**config.mk**
```make
export PLATFORM = sky130hd
export DESIGN_NAME = display_scan_ctrl
export DESIGN_NICKNAME = d
export VERILOG_FILES = /design/src/rtl/display_scan_ctrl.sv
export SDC_FILE = /design/constraint.sdc
export NUM_CORES = 1
export LEC_CHECK = 0
export CAP_MARGIN = 10
export CORE_ASPECT_RATIO = 1.4
export CORE_UTILIZATION = 30
export CTS_CLUSTER_SIZE = 16
export DETAILED_ROUTE_END_ITERATION = 16
export GPL_TIMING_DRIVEN = 0
export PLACE_DENSITY = 0.54
export SYNTH_ARGS = -nofsm -noshare
export SYNTH_HDL_FRONTEND = slang
export SYNTH_SLANG_ARGS = --single-unit
```
**constraint.sdc**
```tcl
create_clock -name clk -period 6.5 [get_ports clk]
set_clock_uncertainty 0.2 [all_clocks]
set_input_delay 0.975 -clock clk [delete_from_list [all_inputs] [get_ports clk]]
set_output_delay 0.975 -clock clk [all_outputs]
set_load 0.005 [all_outputs]
```
**src/rtl/display_scan_ctrl.sv**
```systemverilog
// Four-digit seven-segment scan controller with a double-buffered update port.
// Optional leading-zero blanking is enabled by defining DISPLAY_SCAN_LZB_EN.
module display_scan_ctrl #(
  parameter int unsigned PRESCALE = 50000,
  parameter int unsigned GUARD    = 16
) (
  input  logic        clk,
  input  logic        reset,
  input  logic        upd_valid,
  output logic        upd_ready,
  input  logic [15:0] upd_value,
  input  logic [3:0]  upd_dots,
  input  logic [3:0]  upd_blank,
  output logic [1:0]  dig_sel,
  output logic [3:0]  digit_val,
  output logic [3:0]  dots,
  output logic [3:0]  anodes,
  output logic        frame_tick
);

  localparam int unsigned CW = 16;
  localparam logic [CW-1:0] PC_LAST  = CW'(PRESCALE - 1);
  localparam logic [CW-1:0] PC_GUARD = CW'(GUARD);

  typedef struct packed {
    logic [15:0] val;
    logic [3:0]  dp;
    logic [3:0]  blk;
  } disp_t;

  logic [CW-1:0] pcnt;
  logic [CW-1:0] pcnt_d;
  logic [1:0]    dig_d;
  disp_t         act_q;
  disp_t         act_d;
  disp_t         pend_q;
  disp_t         pend_d;
  logic          pend_valid;
  logic          pend_valid_d;
  logic          tc;
  logic          boundary;
  logic          accept;
  logic [3:0]    eb_d;
  logic [3:0]    anodes_d;

  // Effective per-digit blanking of a display set.
  function automatic logic [3:0] eff_blank(input disp_t d);
    logic [3:0] eb;
    eb = d.blk;
`ifdef DISPLAY_SCAN_LZB_EN
    if (d.val[15:4] == 12'h000) eb[1] = 1'b1;
    if (d.val[15:8] == 8'h00)   eb[2] = 1'b1;
    if (d.val[15:12] == 4'h0)   eb[3] = 1'b1;
`endif
    return eb;
  endfunction

  assign upd_ready = ~pend_valid;
  assign accept    = upd_valid & ~pend_valid;
  assign tc        = (pcnt == PC_LAST);
  assign boundary  = tc & (dig_sel == 2'd3);

  // Next-state: prescaler, digit step, pending/live swap, anode pattern.
  always_comb begin
    pcnt_d       = tc ? '0 : pcnt + CW'(1);
    dig_d        = tc ? dig_sel + 2'd1 : dig_sel;
    act_d        = act_q;
    pend_d       = pend_q;
    pend_valid_d = pend_valid;
    if (boundary && pend_valid) begin
      act_d        = pend_q;
      pend_valid_d = 1'b0;
    end else if (accept) begin
      pend_d       = '{val: upd_value, dp: upd_dots, blk: upd_blank};
      pend_valid_d = 1'b1;
    end
    eb_d     = eff_blank(act_d);
    anodes_d = 4'hF;
    if ((pcnt_d >= PC_GUARD) && !eb_d[dig_d]) anodes_d[dig_d] = 1'b0;
  end

  // Outputs are registered from next-state so digit, data and anode stay aligned.
  always_ff @(posedge clk) begin
    if (reset) begin
      pcnt       <= '0;
      dig_sel    <= '0;
      digit_val  <= '0;
      dots       <= '0;
      frame_tick <= 1'b0;
      anodes     <= 4'hF;
      act_q      <= '{val: 16'h0000, dp: 4'h0, blk: 4'hF};
      pend_q     <= '0;
      pend_valid <= 1'b0;
    end else begin
      pcnt       <= pcnt_d;
      dig_sel    <= dig_d;
      digit_val  <= act_d.val[{dig_d, 2'b00} +: 4];
      dots       <= act_d.dp;
      frame_tick <= boundary;
      anodes     <= anodes_d;
      act_q      <= act_d;
      pend_q     <= pend_d;
      pend_valid <= pend_valid_d;
    end
  end

endmodule

```
Word-level counts from Yosys, hierarchy flattened
Index checks and enable logic that the tools add are counted.
{"block": "word_totals", "elab_cells": 40, "input_bits": 27, "ff_bits": 76, "out_inout_bits": 16}
{"block": "op_classes", "reduce_logical": 7, "addsub": 2, "bitwise_logic": 6, "n_shift": 1, "muxes": 7, "eq_ne": 2, "order_cmp": 3}
{"operator": "$mux 24", "n": 1}
{"operator": "$add 16x1->16 const B", "n": 1}
{"operator": "$eq 16x16->1 const B", "n": 1}
{"operator": "$ge 16x5->1 const B", "n": 1}
{"operator": "$mux 16", "n": 1}
{"operator": "$shiftx 16x5->4", "n": 1}
{"operator": "$not 4->4", "n": 1}
{"operator": "$reduce_or 2->1", "n": 2}
{"operator": "$logic_and 1x1->1", "n": 3}
{"operator": "$lt 2x3->1 const B", "n": 1}
{"operator": "$not 1->1", "n": 3}
{"operator": "$add 2x1->2 const B", "n": 1}
{"operator": "$and 1x1->1", "n": 2}
{"operator": "$bmux 1 s2", "n": 1}
{"operator": "$demux 1 s2", "n": 1}
{"operator": "$eq 2x2->1 const B", "n": 1}
{"operator": "$ge 2x1->1 const B", "n": 1}
{"operator": "$mux 1", "n": 2}
{"operator": "$mux 2", "n": 1}
{"operator": "$reduce_and 2->1", "n": 1}
{"operator": "$logic_not 1->1", "n": 1}

Depth between registers and ports, before layout
{"block": "logic_depth", "ltp_word": 10, "mapped_depth": 9, "depth_no_buf": 7}

Worst setup path after synthesis
OpenSTA, ideal clock, no wires.
{"block": "synth_timing", "path_type": "register -> register", "start": "register pcnt[4]", "end": "register digit_val[3]", "required_time_ps": 6233, "setup_time_ps": 67, "path_slack_ps": 4276, "period_less_slack_ps": 2224, "path_buffers": 1, "arrival_ps": 1957, "stages_incl_launch_ff": 8, "cell_sequence": "dfxtp_1 -> buf_6 -> or4b_4 -> or3_4 -> nor4b_4 -> a221oi_1 -> a31o_1 -> a21oi_2"}
{"block": "synth_via", "elab_chain_cells": 5, "word_cells_on_any_way": 6, "classes_between": "1 x eq/ne; 1 x shift; 2 x mux; 1 x bitwise; 1 x reduce/logical"}
{"element": "start: declaration", "line": "31", "text": "logic [CW-1:0] pcnt;"}
{"element": "start signal: assignment", "line": "95", "text": "pcnt <= pcnt_d;"}
{"element": "$eq 16x16->1 (*)", "line": "60", "text": "assign tc = (pcnt == PC_LAST);"}
{"element": "$and 1x1->1", "line": "61", "text": "assign boundary = tc & (dig_sel == 2'd3);"}
{"element": "$logic_and 1x1->1", "line": "70", "text": "if (boundary && pend_valid) begin"}
{"element": "$mux 24", "line": "70"}
{"element": "$shiftx 16x5->4 (*)", "line": "97", "text": "digit_val <= act_d.val[{dig_d, 2'b00} +: 4];"}
{"element": "end signal: assignment", "line": "97"}
{"element": "end: declaration", "line": "15", "text": "output logic [3:0] digit_val,"}
Mark *: on every way between the ends. The rest lies on a longest branch, timed or not.
A chain may end at the register's enable or synchronous reset.

Worst setup path in the final report
{"block": "layout_timing", "start": "register pcnt[0]", "end": "register anodes[1]"}
{"block": "layout_via", "elab_chain_cells": 10, "word_cells_on_any_way": 20, "classes_between": "1 x add/sub; 3 x order compare; 1 x eq/ne; 7 x mux; 3 x bitwise; 5 x reduce/logical"}
{"element": "branches (longest 10 deep; another with $add 16x1->16)"}
{"element": "end signal: assignment", "line": "100", "text": "anodes <= anodes_d;"}
{"element": "end: declaration", "line": "17", "text": "output logic [3:0] anodes,"}
Several ways; the timed one is not identified. The select of a mux whose other input is x is not followed.

==> metrics.txt <==
Hold Path End act_q[6]$_SDFFE_PP0N_; initial antenna violation count 0; hold path startpoint pend_q[6]$_SDFFE_PP0P_; largest net degree at the start of global routing 14; RR Endpoint anodes[1]$_SDFF_PP1_; Row Count 45; Max Slew Vio Count 0; Total GRT Usage 15.83%; Storage cell area 1521 sq um; WL/cell 14.07 um; WP data arrival 3.01 ns; grt ovf 0; final hold violation count 0; via count 3019; crit start category register; EDFF count, synth 0; Post-CTS Repair Setup Buffers 0; clk buf depth 2; area of the multi-input gates 1705 sq um; Starting Density 31.07%; CP max FO 10; CTS Hold Bufs 0; Ant. Diodes 0; IO Pins 43; drt initial violations 87; hold path depth 2; sequential fraction of the synthesis area 44.61%; Slew @ Worst Pin 0.7009 ns; first-pass GRT wire length 14.65 mm; worst path required time 6.53 ns; FILL cells 1126; die width 92.12 um; met2 WL 4.179 mm; synth warn 0; core box area 10980 sq um; max-cap check violation count 0; P per Cell Area 240.5 nW/um^2; WS Path Type register to register; Critical Path End Type register; synthesis-to-layout area growth 26.12%; most frequent cells in the layout nand2_1 (89), dfxtp_1 (76), a21oi_1 (45), clkdlybuf4s50_1 (41), nor2_1 (28); Cells after Synth 407; commonest non-fill, non-tap cell in the layout nand2_1; hold slack 0.2532 ns; Setup TNS 0 ns; vias in the first global route 3102; layout net count 488; GPL Wtd Cong 0.8392; worst rel slew slack 52.07%; share of layout cells above drive strength 1 9.483%; peak supply drop 124.8 uV; clock slew at reported path FFs 0.06 ns; Die Height 128.2 um; post-DP HPWL 6.482 mm; post-synth cell types 53; Max Clk Rate 335.2 MHz; Post-route DRC 0; post-route ant nets 0; min cycle time layout 2.983 ns; Pleak 0.001576 uW; Clock H-tree levels 3; r2r worst-path depth 8; Synth Net Count 436; Routed WL 8.510 mm; Clock Tree Root clkbuf_16; Post-Synthesis Cell Area 3411 sq um; Primary FF master, synth dfxtp_1; Worst Hold Class register to register; Final setup viols 0; Reg2Reg Setup Slack 3.52 ns; CTS resizes 0; TritonCTS clock tree built; DRT Pass-1 Iters 5; wl on met1 3.713 mm; fin crit share 45.90%; Yosys reg bits 76; highest metal used met4; worst-skew pair later-pin latency 0.34 ns; drt via density 4.990; die area 11810 sq um; RSZ-0062 raised after global routing no; Sink Count 76; status finished clean; WL met3 291 um; CTS buffer count 9; I/O Buffers 41; Avg Inst Size Synth 8.380 sq um; Worst R2R Start pcnt[0]$_SDFF_PP0_; ys async rst share 0%
==> worst max-delay path by stage <==
stage	cells past startpoint	endpoint	startpoint
3_5_place_dp	8	anodes[1]$_SDFF_PP1_	pcnt[0]$_SDFF_PP0_
2_1_floorplan	7	digit_val[3]$_SDFF_PP0_	pcnt[4]$_SDFF_PP0_
5_1_grt	8	anodes[1]$_SDFF_PP1_	pcnt[0]$_SDFF_PP0_
4_1_cts	8	anodes[1]$_SDFF_PP1_	pcnt[0]$_SDFF_PP0_
3_3_place_gp	8	anodes[1]$_SDFF_PP1_	pcnt[0]$_SDFF_PP0_
6_report	8	anodes[1]$_SDFF_PP1_	pcnt[0]$_SDFF_PP0_
==> cells in the mapped netlist (all sizes together) (2+ instances only) <==
library cell  instances  area share [%]
a21oi                46             6.9
nor2b                 3            0.55
or3                   3            0.73
nand2                89             9.8
xor2                  7             1.8
nor2                 28             3.1
mux2i                11             3.2
and4b                 2            0.59
a221oi                2            0.51
dfxtp                76              45
a32oi                 2            0.51
a22oi                 2            0.44
ha                    2            0.73
nand3                19             2.9
and3                  6             1.1
o22a                  4             1.0
and4                  2            0.51
mux2                  3            0.99
nand2b                5            0.92
clkbuf               18             2.0
nand4                 2            0.37
nand3b                6             1.3
inv                   4            0.44
xnor2                 8             2.1
buf                  14             3.0
a31o                  2            0.51
o211ai                4            0.88
o21ai                 3            0.44
nor3                  5            0.73
nor3b                 2            0.44
nor4                  8             2.1
a31oi                 8             1.5
==> final cells by class <==
cell class / instances / area share, %
plain buffers: 32 / 3.927
clock buffers: 11 / 5.643
clock inverters: 5 / 1.425
inverters: 4 / 0.3490
multi-input cells: 295 / 39.65
flip-flops and latches: 76 / 35.37
well taps: 141 / 4.101
repair buffers: 41 / 9.540
==> cell families (layout without fill, tap and decap cells) <==
group                      Yosys count  after routing  synth area share (%)
buffers and inverters               36             93                 5.392
DFF                                 76             76                 44.61
xor gates and xnor gates            15             15                 3.852
AOI/OAI and AO/OA                   80             80                 14.38
muxes                               14             14                 4.219
and+or+nand+nor                    184            184                 26.82
adders and majority gates            2              2                0.7336
==> metal layers <==
metal  global-route usage, %  up-vias
met5                       0        -
li1                        -     1507
met3                   3.025       22
met4                   9.191        0
met1                   18.19     1427
met2                   27.22       63
==> stage by stage <==
step / worst slack [ns] / total power [uW] / std cells / util, % / instance area (sq um)
floorplan: 4.276 / 516.6 / 407 / - / 3411
global route: 3.346 / 1074 / 605 / 39.18 / 4302
CTS: 3.596 / 1045 / 605 / 39.18 / 4302
detailed placement: 3.614 / 543.7 / 589 / 36.41 / 3998
global placement: 3.626 / 542.8 / 589 / 36.41 / 3998
finish: 3.517 / 1034 / 605 / 39.18 / 4302
==> sequential cells by signal, indices dropped and copies added, names as in the netlist <==
signal / cells
pend_q: 24
anodes: 4
act_q: 24
pend_valid: 1
pcnt: 16
frame_tick: 1
digit_val: 4
dig_sel: 2
==> worst max-delay path, stage by stage (launching register included) <==
cell	delay, ns
dfxtp_1	0.39
ha_1	0.23
and3_1	0.25
clkbuf_1	0.41
xnor2_1	0.17
nand3_1	0.09
a2111oi_0	0.67
o22ai_1	0.28
o21ai_0	0.19
==> where the power goes <==
part	internal (uW)	switching [uW]	leakage, uW
registers	476	8.45	0.000617
logic	24.0	23.4	0.000810
clock network	309	193	0.000150
total	809	225	0.00158
Note: power is estimated with default switching activity, not from simulation.
